### src/rtl/seq_subtractor_32.sv
// Multi-cycle two's-complement subtractor: diff = X - Y, one SLICE-bit slice per clock
// with the carry registered between slices and a start/busy/done handshake.
module seq_subtractor_32 #(
  parameter int unsigned WIDTH = 32,
  parameter int unsigned SLICE = 8
) (
  input  logic             clk,
  input  logic             rst,
  input  logic             start,
  input  logic [WIDTH-1:0] X,
  input  logic [WIDTH-1:0] Y,
  output logic [WIDTH-1:0] diff,
  output logic             borrow,
  output logic             overflow,
  output logic             zero,
  output logic             busy,
  output logic             done
);

  localparam int unsigned NSLICE = WIDTH / SLICE;
  localparam int unsigned KW     = (NSLICE > 1) ? $clog2(NSLICE) : 1;
  localparam int unsigned SW     = SLICE + 1;

  typedef enum logic [1:0] {
    IDLE = 2'd0,
    RUN  = 2'd1,
    DONE = 2'd2
  } state_t;

  state_t           state;
  state_t           state_nxt;
  logic [WIDTH-1:0] xr;
  logic [WIDTH-1:0] yr;
  logic [WIDTH-1:0] res;
  logic [WIDTH-1:0] res_nxt;
  logic             carry;
  logic [KW-1:0]    k;
  logic [SLICE-1:0] xs;
  logic [SLICE-1:0] ys;
  logic [SW-1:0]    sum;
  logic             last_slice;
  logic             start_acc;

  assign last_slice = (k == KW'(NSLICE - 1));
  assign start_acc  = start && (state != RUN);

  // State register
  always_ff @(posedge clk or posedge rst) begin
    if (rst) begin
      state <= IDLE;
    end else begin
      state <= state_nxt;
    end
  end

  // Next-state logic
  always_comb begin
    state_nxt = state;
    case (state)
      IDLE:    if (start) state_nxt = RUN;
      RUN:     if (last_slice) state_nxt = DONE;
      DONE:    state_nxt = start ? RUN : IDLE;
      default: state_nxt = IDLE;
    endcase
  end

  // Handshake outputs decode straight from the state register
  always_comb begin
    busy = 1'b0;
    done = 1'b0;
    case (state)
      RUN:     busy = 1'b1;
      DONE:    done = 1'b1;
      default: ;
    endcase
  end

  // Select the active slice, add it with the registered carry, merge into the result
  always_comb begin
    xs      = '0;
    ys      = '0;
    res_nxt = res;
    for (int unsigned i = 0; i < NSLICE; i++) begin
      if (k == KW'(i)) begin
        xs = xr[i*SLICE +: SLICE];
        ys = yr[i*SLICE +: SLICE];
      end
    end
    sum = {1'b0, xs} + {1'b0, ys} + SW'(carry);
    for (int unsigned i = 0; i < NSLICE; i++) begin
      if (k == KW'(i)) begin
        res_nxt[i*SLICE +: SLICE] = sum[SLICE-1:0];
      end
    end
  end

  // Operand latch, slice iteration and result/flag update on DONE entry
  always_ff @(posedge clk or posedge rst) begin
    if (rst) begin
      xr       <= '0;
      yr       <= '0;
      res      <= '0;
      carry    <= 1'b0;
      k        <= '0;
      diff     <= '0;
      borrow   <= 1'b0;
      overflow <= 1'b0;
      zero     <= 1'b0;
    end else if (start_acc) begin
      xr    <= X;
      yr    <= ~Y;
      carry <= 1'b1;
      k     <= '0;
    end else if (state == RUN) begin
      res   <= res_nxt;
      carry <= sum[SLICE];
      k     <= last_slice ? '0 : k + KW'(1);
      if (last_slice) begin
        diff     <= res_nxt;
        borrow   <= ~sum[SLICE];
        // yr holds ~Y, so Y's sign bit is the inverse of yr's
        overflow <= (xr[WIDTH-1] != ~yr[WIDTH-1]) && (res_nxt[WIDTH-1] != xr[WIDTH-1]);
        zero     <= (res_nxt == '0);
      end
    end
  end

endmodule

### config.mk
export PLATFORM = sky130hd
export DESIGN_NAME = seq_subtractor_32
export DESIGN_NICKNAME = d
export VERILOG_FILES = /design/src/rtl/seq_subtractor_32.sv
export SDC_FILE = /design/constraint.sdc
export NUM_CORES = 1
export LEC_CHECK = 0
export CORE_MARGIN = 2
export CORE_UTILIZATION = 55
export DETAILED_ROUTE_END_ITERATION = 8
export PLACE_DENSITY = 0.82
export SLEW_MARGIN = 40
export SYNTH_ARGS = -nofsm -noshare
export SYNTH_HDL_FRONTEND = slang
export SYNTH_SLANG_ARGS = --single-unit
### constraint.sdc
create_clock -name clk -period 13.02 [get_ports clk]
set_clock_uncertainty 0.05 [all_clocks]
set_input_delay 3.906 -clock clk [delete_from_list [all_inputs] [get_ports clk]]
set_output_delay 3.906 -clock clk [all_outputs]
set_load 0.05 [all_outputs]
==> flow_metrics.env, run 1 <==
export IMPL_synthTopCellsByArea="dfrtp_1 53%, o21ai_0 7.3%, mux2_2 7.2%"
export IMPL_die_w_microns=109
export IMPL_max_freq_ghz=0.165
export IMPL_core_sq_um=10800
export IMPL_synth_simple_area_share_pct=14.8
export IMPL_synthAdderAreaFrac_pct=2.91
export IMPL_diodes=0
export IMPL_port_buffer_count=103
export IMPL_slew_viol_final=0
export IMPL_drt_first_pass_iters=4
export IMPL_via_per_inst=5.64
export IMPL_synthMuxAreaShare_pct=10.3
export IMPL_finalWirelength_mm=14.0
export IMPL_path_clk_slew_ps=60
export IMPL_avgSynthCellArea_sq_um=9.72
export IMPL_synth_largest_area_cell="dfrtp_1"
export IMPL_synth_edff_count=0
export IMPL_cts_made_buffers=17
export IMPL_cts_root_buffer="clkbuf_8"
export IMPL_final_hold_viol_count=0
export IMPL_grt_overflow_total=0
export IMPL_cts_hold_buf=0
export IMPL_slowest_delay_ps=850
export IMPL_start_util_pct=56.2
export IMPL_rsz0062_at_grt="false"
export IMPL_outcome="finished clean"
export IMPL_synthFlopType="dfrtp_1"
export IMPL_worstSetupPathType="reg -> out"
export IMPL_yosys_area_share_xor_xnor_pct=0.985
export IMPL_place_congestion=0.911
export IMPL_synth_compound_area_share_pct=15.0
export IMPL_slowest_stage="clkdlybuf4s50_1"
export IMPL_drt_iter0_markers=348
export IMPL_crit_chain="nand2b_4, inv_2, clkdlybuf4s50_1"
export IMPL_setup_viol=0
export IMPL_period_share_pct=46.6
export IMPL_wl_per_cell_microns=16.3
export IMPL_antenna_found_initial=0
export IMPL_seq_area_sq_um=3230
export IMPL_grt_max_degree=97
export IMPL_syn_area_sq_um=6100
export IMPL_post_cts_buffers=0
export IMPL_yosysMostFrequentCell="dfrtp_1"
export IMPL_die_area_sq_um=11900
export IMPL_numClockSinks=129
export IMPL_hp_class="reg -> reg"
export IMPL_setup_tns_ps=0
export IMPL_clockBufferDepth=2
export IMPL_cp_end_kind="output pin"
export IMPL_start_kind="flop"
export IMPL_syn_nets=707
export IMPL_synth_top_area_share_pct=52.9
export IMPL_fillers=807
export IMPL_htreeDepth=4
export IMPL_post_cts_resize_count=0
export IMPL_grt_pass1_wl_mm=23.0
export IMPL_track_usage_pct=25.5
export IMPL_worstPathArrival_ps=2120
export IMPL_worstRegToRegCells=19
export IMPL_ys_seq_elements=129
export IMPL_synthCells=627
export IMPL_areaGrowthSynthToFinish_pct=26.6
export IMPL_first_global_vias=4831
export IMPL_synth_async_sr_flop_share_pct=100
export IMPL_synth_top_family_by_area="compound AO/OA/AOI/OAI gates"
export IMPL_num_vias=4873
export IMPL_multi_input_area_sq_um=2690
export IMPL_yosysSeqAreaShare_pct=52.9
export IMPL_netlist_top_cells_count="129 x dfrtp_1, 111 x nand2_1, 89 x o21ai_0"
export IMPL_synth_distinct_cells=48
export IMPL_cts_tree="done"
export IMPL_yosys_warnings=0
export IMPL_relSlewSlack_pct=48.6
export IMPL_post_dp_hpwl_mm=9.84
export IMPL_worstPathMaxFanout=9
export IMPL_io_pins=104
export IMPL_cap_violations=0
export IMPL_drc=0
export IMPL_worstHoldPathCells=2
export IMPL_layout_min_cycle_time_ps=6070
export IMPL_worst_pin_slew_ps=768
export IMPL_fin_nets=794
export IMPL_antenna_left=0
export IMPL_final_layout_size_suffix_gt1_share_pct=11.5
export IMPL_die_h_microns=109
export IMPL_num_rows=38
export IMPL_required_ps=9060
export IMPL_clk_latency_ps=520
logic make-up after synthesis:
family	Yosys count
simple gates	204
xor+xnor	6
flops	129
fa+ha+maj	13
mux	58
buf+inv	49
compound gates	168
final timing paths:
check	from	endpoint	slack (ps)
max in group asynchronous	rst	state[1]	8150
hold reg to reg	diff[6]	diff[6]	430
hold / removal	diff[6]	diff[6]	430
setup / recovery	state[1]	busy	6950
setup reg to reg	k[1]	zero	7920
min in group asynchronous	rst	yr[7]	3770
per-layer routing:
metal	vias to the layer above	global-route usage [%]	share of wire, %
li1	2334	-	-
met1	2356	33.1	42
met2	161	42.5	50
met3	22	5.16	5.6
met4	0	9.76	1.9
met5	-	0	0
registers in the layout, summed over array words and instances (netlist names):
| signal | flops |
|---|---|
| diff | 32 |
| xr | 32 |
| yr | 32 |
| res | 25 |
| k | 2 |
| state | 2 |
| borrow | 1 |
| carry | 1 |
| overflow | 1 |
| zero | 1 |
worst max-delay path, delay by kind of cell (launching register included):
family / cells / cell delay, ps
DFF: 1 / 380
and+or+nand+nor: 1 / 170
buffers and inverters: 2 / 1050
metrics by stage:
stage	instance area, sq um	util, %	worst slack, ps	hold slack [ps]	std cells
6_report	7720	71.2	6950	428	864
5_1_grt	7720	71.2	6890	451	864
4_1_cts	7700	71.0	6950	433	864
3_5_place_dp	7190	66.4	7130	415	835
3_3_place_gp	7190	66.4	7220	410	835
2_1_floorplan	6100	-	5620	392	627
cell usage in the layout, fill, tap and decap left out, types with 4 or more instances in the layout:
cell type,Yosys,routed
dfrtp_1,129,129
nand2_1,111,110
clkdlybuf4s50_1,0,103
o21ai_0,89,89
a21oi_1,49,49
nor2_1,45,45
mux2_2,39,39
mux2i_1,18,18
and3_1,16,16
clkbuf_16,0,16
o21ai_1,11,11
ha_1,11,11
nor3_1,7,7
inv_1,6,5
clkinv_2,0,5
a21o_1,4,4
nor2b_1,4,4
clkbuf_1,28,4
buf_4,0,4
final cells by class:
class	count	area share, %
inverter	8	0.454
clock inverter	7	0.827
multi-input combinational	449	34.8
sequential	129	41.8
timing repair buffer	109	14.0
clock buffer	22	5.74
tap	140	2.27
Power of run 1 is left out: the tool's default activity adds up to more than one toggle a clock period on the data nets, which glitch-free logic cannot reach.
==> run 2: changes to the inputs <==
CORE_UTILIZATION = 53   (was 55)
PLACE_DENSITY = 0.8   (was 0.82)
clock period = 6.35 ns   (was 13.02 ns; I/O delays follow)
==> run 2 against run 1 <==
Global-route usage decreased by 0.065 points. Cell count increased by 0.81%. Clock-buffer cell count decreased by 2. Setup slack got worse by 5200 ps. Via count decreased by 0.47%. Cell area increased by 1.9%. Critical path type is now reg -> reg. Critical endpoint is now zero.
==> flow_metrics.env, run 2 (synthesis gave the netlist of run 1 again) <==
export IMPL_timing_critical_path_mode_cell="a21oi_1"
export IMPL_rsz0062_at_grt="false"
export IMPL_grt_max_degree=67
export IMPL_mostFrequentLayoutCell="dfrtp_1"
export IMPL_antenna_found_initial=0
export IMPL_critical_path_buf_inv_count=3
export IMPL_die_w_microns=111
export IMPL_place_congestion=0.935
export IMPL_met3_usage_pct=5.41
export IMPL_period_share_pct=73.0
export IMPL_drt_iter0_markers=351
export IMPL_fillers=883
export IMPL_wl_per_cell_microns=17.4
export IMPL_top_usage_layer="met2"
export IMPL_grt_pass1_wl_mm=24.7
export IMPL_slowest_stage="ha_1"
export IMPL_path_clk_slew_ps=60
export IMPL_die_h_microns=111
export IMPL_cp_depth=17
export IMPL_start_util_pct=53.9
export IMPL_cts_tree="done"
export IMPL_post_cts_resize_count=0
export IMPL_post_cts_buffers=0
export IMPL_slowest_delay_ps=480
export IMPL_core_sq_um=11300
export IMPL_numClockSinks=129
export IMPL_relSlewSlack_pct=52.7
export IMPL_areaGrowthSynthToFinish_pct=29.0
export IMPL_worstRegToRegCells=17
export IMPL_clockBufferDepth=2
export IMPL_worst_pin_slew_ps=710
export IMPL_start_kind="flop"
export IMPL_reg_largest_list="diff x32, xr x32, yr x32"
export IMPL_worstHoldPathCells=2
export IMPL_cp_end_kind="flop"
export IMPL_first_global_vias=4840
export IMPL_required_ps=6620
export IMPL_post_dp_hpwl_mm=10.8
export IMPL_io_pins=104
export IMPL_cts_made_buffers=17
export IMPL_fin_nets=796
export IMPL_grt_overflow_total=0
export IMPL_final_util_pct=69.5
export IMPL_via_per_inst=5.57
export IMPL_port_buffer_count=103
export IMPL_hp_class="reg -> reg"
export IMPL_layout_min_cycle_time_ps=4640
export IMPL_clk_latency_ps=410
export IMPL_final_cell_mix="129 x dfrtp_1, 110 x nand2_1, 103 x clkdlybuf4s50_1"
export IMPL_antenna_left=0
export IMPL_die_area_sq_um=12400
export IMPL_num_vias=4850
export IMPL_use_met2_pct=43.3
export IMPL_drc=0
export IMPL_cts_root_buffer="clkbuf_16"
export IMPL_outcome="finished clean"
export IMPL_slew_viol_final=0
export IMPL_cts_hold_buf=0
export IMPL_worstPathMaxFanout=27
export IMPL_final_hold_viol_count=0
export IMPL_track_usage_pct=25.4
export IMPL_final_layout_size_suffix_gt1_share_pct=12.5
export IMPL_htreeDepth=4
export IMPL_max_freq_ghz=0.216
export IMPL_setup_viol=0
export IMPL_crit_chain="inv_1, ha_1, buf_4, inv_1, and3_1, a21oi_1, nor2_1, a21oi_1, o21ai_0, ha_1, o21ai_1, nor3_1, mux2_1, nor2_2, a21oi_1, nand4b_1, o31ai_2"
export IMPL_setup_tns_ps=0
export IMPL_grt_met1_usage_pct=32.2
export IMPL_diodes=0
export IMPL_num_rows=39
export IMPL_worstSetupPathType="reg -> reg"
export IMPL_finalWirelength_mm=15.1
export IMPL_crit_family="simple AND/OR/NAND/NOR gates"
export IMPL_cap_violations=0
export IMPL_worstPathArrival_ps=4900
export IMPL_drt_first_pass_iters=5
run 2: changes by cell type in the layout (fill, tap and decap cells not counted), sizes merged:
cell	delta
clkinv	-2
bufinv	+4
clkbuf	-2
clkinvlp	+2
buf	+2
run 2: per-layer routing:
| metal | part of all wire (%) | vias to the layer above |
|---|---|---|
| li1 | - | 2346 |
| met1 | 42 | 2310 |
| met2 | 51 | 167 |
| met3 | 4.5 | 27 |
| met4 | 2.2 | 0 |
| met5 | 0 | - |
run 2: tightest hold or removal path: cells and delay by family, from the launching register on:
family,cells,cell delay (ps)
flops,1,340
compound gates,1,60
simple gates,1,50
run 2: final timing paths:
path / slack (ps) / end / start
max: 1710 / zero / k[1]
min: 430 / diff[9] / diff[9]
max reg2reg: 1710 / zero / k[1]
min reg2reg: 430 / diff[9] / diff[9]
max in group asynchronous: 3430 / xr[18] / rst
min in group asynchronous: 1800 / diff[11] / rst
run 2: stage by stage:
step | hold WS, ps | instances | setup WS, ps | area [sq um]
finish | 427 | 871 | 1710 | 7860
global route | 448 | 871 | 1380 | 7860
CTS | 431 | 871 | 1770 | 7860
detailed placement | 419 | 840 | 1830 | 7220
global placement | 407 | 840 | 1970 | 7210
floorplan | 392 | 627 | 954 | 6100
run 2: cell type report:
cell class	instances	area [sq um]	share of cell area [%]
Inverter	8	32.5	0.414
Multi-Input combinational cell	449	2690	34.2
Sequential cell	129	3230	41.1
Timing Repair Buffer	111	1090	13.9
Clock buffer	20	457	5.81
Tap cell	143	179	2.28
Clock inverter	11	185	2.36
Power of run 2 is left out for the same reason.
